===== src/rtl/usr_tx_sequencer.sv =====
// Nibble serializer driving a 4-bit universal shift register (load, then show/shift per bit).
// Optional even-parity slot enabled by defining USR_TX_SEQUENCER_PARITY_EN.
module usr_tx_sequencer (
  input  logic       Clk_In,
  input  logic       Reset_In,
  input  logic       Enable_In,
  input  logic [3:0] Data_In,
  input  logic       Data_Valid_In,
  input  logic       Direction_In,
  output logic       Data_Ready_Out,
  output logic [1:0] USR_Operation_Select_Out,
  output logic [3:0] USR_Parallel_Data_Out,
  output logic       USR_Serial_Fill_Out,
  output logic       Bit_Strobe_Out,
  output logic [1:0] Bit_Index_Out,
  output logic       Frame_Done_Out,
  output logic       Busy_Out
`ifdef USR_TX_SEQUENCER_PARITY_EN
  ,
  output logic       Parity_Out
`endif
);

  localparam int unsigned NIB_W = 4;
  localparam int unsigned CNT_W = 2;

  localparam logic [1:0] OP_HOLD  = 2'd0;
  localparam logic [1:0] OP_SHL   = 2'd1;
  localparam logic [1:0] OP_SHR   = 2'd2;
  localparam logic [1:0] OP_LOAD  = 2'd3;

  typedef enum logic [2:0] {
    S_IDLE,
    S_LOAD,
    S_SHOW,
    S_SHIFT,
`ifdef USR_TX_SEQUENCER_PARITY_EN
    S_PARITY,
`endif
    S_DONE
  } state_t;

  state_t             state, state_nxt;
  logic [CNT_W-1:0]   cnt, cnt_nxt;
  logic [NIB_W-1:0]   nib, nib_nxt;
  logic               dir, dir_nxt;

  // State, bit counter and latched frame parameters
  always_ff @(posedge Clk_In or posedge Reset_In) begin
    if (Reset_In) begin
      state <= S_IDLE;
      cnt   <= '0;
      nib   <= '0;
      dir   <= 1'b0;
    end else begin
      state <= state_nxt;
      cnt   <= cnt_nxt;
      nib   <= nib_nxt;
      dir   <= dir_nxt;
    end
  end

  // Next state and state-decoded outputs; Enable_In low freezes everything and quiets outputs
  always_comb begin
    state_nxt                = state;
    cnt_nxt                  = cnt;
    nib_nxt                  = nib;
    dir_nxt                  = dir;
    Data_Ready_Out           = 1'b0;
    USR_Operation_Select_Out = OP_HOLD;
    USR_Parallel_Data_Out    = '0;
    USR_Serial_Fill_Out      = 1'b0;
    Bit_Strobe_Out           = 1'b0;
    Bit_Index_Out            = '0;
    Frame_Done_Out           = 1'b0;
    Busy_Out                 = (state != S_IDLE);
`ifdef USR_TX_SEQUENCER_PARITY_EN
    Parity_Out               = 1'b0;
`endif
    if (Enable_In) begin
      case (state)
        S_IDLE: begin
          Data_Ready_Out = ~Reset_In;
          if (Data_Valid_In) begin
            nib_nxt   = Data_In;
            dir_nxt   = Direction_In;
            cnt_nxt   = '0;
            state_nxt = S_LOAD;
          end
        end
        S_LOAD: begin
          USR_Operation_Select_Out = OP_LOAD;
          USR_Parallel_Data_Out    = nib;
          state_nxt                = S_SHOW;
        end
        S_SHOW: begin
          Bit_Strobe_Out = 1'b1;
          Bit_Index_Out  = cnt;
          if (cnt == CNT_W'(3)) begin
`ifdef USR_TX_SEQUENCER_PARITY_EN
            state_nxt = S_PARITY;
`else
            state_nxt = S_DONE;
`endif
          end else begin
            state_nxt = S_SHIFT;
          end
        end
        S_SHIFT: begin
          USR_Operation_Select_Out = dir ? OP_SHL : OP_SHR;
          cnt_nxt                  = cnt + CNT_W'(1);
          state_nxt                = S_SHOW;
        end
`ifdef USR_TX_SEQUENCER_PARITY_EN
        S_PARITY: begin
          Parity_Out = ^nib;
          state_nxt  = S_DONE;
        end
`endif
        S_DONE: begin
          Frame_Done_Out = 1'b1;
          state_nxt      = S_IDLE;
        end
        default: state_nxt = S_IDLE;
      endcase
    end
  end

endmodule


===== config.mk =====
export PLATFORM = sky130hd
export DESIGN_NAME = usr_tx_sequencer
export DESIGN_NICKNAME = d
export VERILOG_FILES = /design/src/rtl/usr_tx_sequencer.sv
export SDC_FILE = /design/constraint.sdc
export NUM_CORES = 1
export LEC_CHECK = 0
export ABC_AREA = 0
export CORE_MARGIN = 2
export CORE_UTILIZATION = 46
export DETAILED_ROUTE_END_ITERATION = 8
export PLACE_DENSITY = 0.82
export SLEW_MARGIN = 0
export SYNTH_ARGS = -nofsm -noshare
export SYNTH_HDL_FRONTEND = slang
export SYNTH_SLANG_ARGS = --single-unit

===== constraint.sdc =====
create_clock -name Clk_In -period 1.8 [get_ports Clk_In]
set_input_delay 0.18 -clock Clk_In [delete_from_list [all_inputs] [get_ports Clk_In]]
set_output_delay 0.18 -clock Clk_In [all_outputs]
set_load 0.05 [all_outputs]

Word-level counts from Yosys, hierarchy flattened
Cells that the tools add are included.
{ "totals": {"memories": 0, "rom_bits": 0, "latch_bits": 0, "wordCells": 37, "in_bits": 9, "mem_bits_rw": 0, "out_inout_bits": 13, "regBits": 10} }
{ "classes": {"n_mux": 18, "n_div": 0, "addsub": 1, "order_cmp": 0, "n_eq_ne": 6, "bitwise": 1, "reduce_logical": 7, "multipliers": 0, "shifts": 0} }
{ "op_table": {"columns": ["cell", "n"], "rows": [
  ["2-bit 2-to-1 mux", 5],
  ["3-bit case mux with 3 select lines", 1],
  ["4-bit 2-to-1 mux", 2],
  ["2-bit case mux with 2 select lines", 2],
  ["3-bit by 2-bit equality test with 1-bit output (second input constant)", 2],
  ["1-bit 2-to-1 mux", 6],
  ["3-bit 2-to-1 mux", 2],
  ["3-bit AND reduction", 2],
  ["3-bit by 1-bit equality test with 1-bit output (second input constant)", 1],
  ["3-bit equality test (second input constant)", 1],
  ["3-bit zero test", 1],
  ["3-bit nonzero test", 1],
  ["2-bit by 1-bit adder with 2-bit output (second input constant)", 1],
  ["2-bit equality test (second input constant)", 1],
  ["2-bit != test (second input constant)", 1],
  ["2-bit AND reduction", 1],
  ["2-bit nonzero test", 1],
  ["2-bit OR reduction", 1],
  ["1-bit inverter", 1]
]} }

Depth between registers and ports, before layout
{ "depth": {"word_depth": 3, "mapped_depth": 4, "mapped_depth_nobuf": 4} }

Worst setup path after synthesis
OpenSTA, ideal clock, no wires.
{ "synth_path": {"kind": "flip-flop to output port", "from": "reg state[2]", "to": "out USR_Operation_Select_Out[0]", "path_slack_ps": 158, "arrival_ps": 1462, "path_stages_with_launch": 3, "t_required_ps": 1620, "path_buffers": 0, "path_cell_list": "dfrtp_1 > nand3b_2 > a21oi_1"} }
{ "synth_via": {"elab_chain_cells": 3, "elab_cells_between_ends": 4, "classes_between": "eq/ne (2); mux (2)"} }
{ "synth_lines": {"columns": ["element", "line_no", "rtl"], "rows": [
  ["start, declared", "43", "state_t state, state_nxt;"],
  ["start signal, assigned", "56", "state <= state_nxt;"],
  ["3-bit by 2-bit equality test with 1-bit output or 3-bit by 1-bit equality test with 1-bit output (tied branches)", "81", "case (state)"],
  ["2-bit case mux with 2 select lines *", "81", null],
  ["2-bit 2-to-1 mux *", "80", "if (Enable_In) begin"],
  ["end, declared", "11", "output logic [1:0] USR_Operation_Select_Out,"]
]} }
Every way passes the cells marked *; elsewhere a longest branch is shown, timed or not.

Final worst setup path
{ "layout_path": {"from": "reg state[0]", "to": "out Bit_Index_Out[0]"} }
{ "layout_via": {"elab_chain_cells": 3} }
{ "layout_lines": {"columns": ["element", "line_no", "rtl"], "rows": [
  ["3-bit by 2-bit equality test with 1-bit output", "81", null],
  ["2-bit 2-to-1 mux", "81", null],
  ["2-bit 2-to-1 mux", "80", null],
  ["end, declared", "15", "output logic [1:0] Bit_Index_Out,"]
]} }
No other way between the ends.

==> flow_metrics.tcl <==
set metrics [dict create \
    outcome "finished clean" \
    insertion_delay_ns 0.26 \
    cpPeakStageDelay_ns 0.47 \
    cts_root_buf "clkbuf_4" \
    min_path_type "in -> async" \
    gp_routability_congestion 0.762 \
    start_kind "flop" \
    ant_nets 0 \
    placement.io_buffers 20 \
    max_freq_mhz 605 \
    num_vias 502 \
    first_global_vias 438 \
    holdWs_ns 0.212 \
    fin_setup_tns_ns 0 \
    final-seq-area_um2 251 \
    synth-simple-area-share_pct 29.1 \
    finalNetCount 93 \
    crit_arrival_ns 1.47 \
    post-place-ws_ns 0.139 \
    clock-skew-final_ns 0.00150 \
    hold_viol_final 0 \
    grt_start_max_net_pins 12 \
    cp_slowest_cell "dfrtp_1" \
    drt_iter0_drc 9 \
    critPathMaxFanout 5 \
    hold_buffers 0 \
    die-area_mm2 0.00166 \
    drive_gt1_share_pct 40.2 \
    synth-seq-cells 10 \
    grt-ovfl-total 0 \
    gr-usage-all-layers_pct 18.8 \
    path_buf_inv 1 \
    synthXorXnorAreaFrac_pct 0 \
    cts_setup_buffers 0 \
    power.leakage_nw 0.463 \
    rows 13 \
    start_util_pct 48.2 \
    synthCells 58 \
    coreArea_mm2 0.00128 \
    rsz0062_at_grt "no" \
    power.density_mw_per_mm2 1480 \
    yosysSeqAreaShare_pct 40.4 \
    path_delay_family "simple AND/OR/NAND/NOR gates" \
    clock-sinks 10 \
    path_cells "and4bb_4 > and2_1 > buf_12" \
    synth.distinct_cells 26 \
    synth_area_um2 619 \
    placed_area_um2 946 \
    die_h_um 40.7 \
    wire_per_inst_um 14.5 \
    cp-end-kind "output pin" \
    synth_top_area_share_pct 40.4 \
    pin_count 22 \
    antenna_found_initial 0 \
    synthTopCellsByArea "dfrtp_1, mux2_4, and2_1" \
    syn_to_final_growth_pct 60.6 \
    cp.required_ns 1.62 \
    maxCapViolCount 0 \
    firstDrtPassIters 2 \
    num-fill-cells 93 \
    setup_ws_ns 0.148 \
    routed_wl_um 1410 \
    fp.dieW_um 40.7 \
    clock_path_buffers 2 \
    tritoncts "built" \
    yosysTopAreaCell "dfrtp_1" \
    synth_mux_area_share_pct 15.4 \
    avgSynthCellArea_um2 10.7 \
    htreeDepth 1 \
    drv_slew 0 \
    grt_first_pass_wirelength_um 1990 \
    yosysWarningCount 0 \
    remaining_drc_errors 0 \
    detailed_place_hpwl_um 1040 \
    clkTransAtPathRegs_ns 0.07 \
    viasPerCell 5.18 \
    multiInputGateArea_um2 339 \
    irDropWorstVdd_mv 0.944 \
    worstSetupPathType "reg -> out" \
    synth_compound_area_share_pct 5.86 \
    synth_nets 68 \
    finalInstanceArea_um2 995 \
    layout_min_cycle_time_ns 1.65 \
    synth_top_family_by_area "simple AND/OR/NAND/NOR gates" \
    synth-adder-area-share_pct 2.02 \
    period_share_pct 91.8 \
    numCtsBuffers 3 \
    setup_viol 0 \
    antenna_cells 0 \
]
layout by cell type (no fill, tap or decap), types with 2 or more instances in the layout:
cell type,synthesis,layout
buf_4,3,4
buf_12,0,11
inv_1,4,4
mux2i_1,2,2
and2_1,6,6
clkdlybuf4s50_1,0,8
a21oi_1,4,4
clkbuf_4,0,3
mux2_4,5,5
nand2_1,5,5
dfrtp_1,10,9
path summary, 6_finish.rpt:
check / start / to / slack (ns) / cells past startpoint
setup / recovery: state[0] / Bit_Index_Out[0] / 0.15 / 3
hold / removal: Reset_In / nib[3] / 0.21 / 3
setup reg to reg: state[1] / nib[3] / 0.48 / 3
hold reg to reg: nib[0] / nib[0] / 0.51 / 1
max in group asynchronous: Reset_In / state[1] / 1.43 / 3
min in group Clk_In: nib[0] / nib[0] / 0.51 / 1
metrics by stage:
step / cells / total power, mW / utilization [%]
final: 97 / 1.47 / 77.4
after CTS: 97 / 1.46 / 76.4
after global placement: 93 / 1.22 / 73.6
after global routing: 97 / 1.56 / 77.4
after floorplan: 58 / 0.953 / -
after detailed placement: 93 / 1.25 / 73.6
cells by family (layout without fill, tap and decap cells):
kind of cell,Yosys count,after routing
adder cells (fa/ha/maj),1,1
other,1,1
flip-flops,10,10
multiplexers,7,7
AO/OA/AOI/OAI,7,7
AND/OR/NAND/NOR,24,24
buffers and inverters,8,32
where the power goes:
group	internal [mW]	switching, mW	total, mW
Sequential	0.330	0.129	0.459
Combinational	0.408	0.401	0.809
Clock	0.123	0.0814	0.204
Total	0.861	0.611	1.47
cell type report:
type | count | share of cell area, %
Sequential cell | 10 | 25.3
Tap cell | 15 | 1.89
Multi-Input combinational cell | 40 | 34.1
Clock buffer | 4 | 3.65
Inverter | 5 | 1.89
Timing Repair Buffer | 23 | 33.2
synth_stat cells, drive strengths merged:
master and number:
a21oi 4, and2 6, and3 1, and4 1, and4bb 1, buf 3
conb 1, dfrtp 10, ha 1, inv 5, mux2 5, mux2i 2
nand2 5, nand3 1, nand3b 1, nand4 1, nand4bb 1, nor2 3
nor2b 1, nor3 1, nor3b 1, o21ai 2, o22ai 1
worst reg2reg max path: cells and delay by family, from the launching register on:
family | cells | cell delay (ns)
simple gates | 2 | 0.38
mux | 1 | 0.34
flops | 1 | 0.50
state kept, by name, indices dropped and copies added, names as in the netlist:
register,flops
dir,1
cnt,2
state,3
nib,4
per-layer routing:
metal	GRT usage, %	share of wire, %	up-vias
met5	0	0	-
met2	32.9	54	12
met4	7.50	0.57	0
li1	-	-	244
met1	23.6	43	244
met3	1.63	2.2	2
what timing repair did:
item / 4_1_cts / 5_1_grt
setup endpoints to repair: 0 / 4
hold endpoints to repair: 0 / 0
resized for setup: 0 / 3
Note: power is estimated with default switching activity, not from simulation.
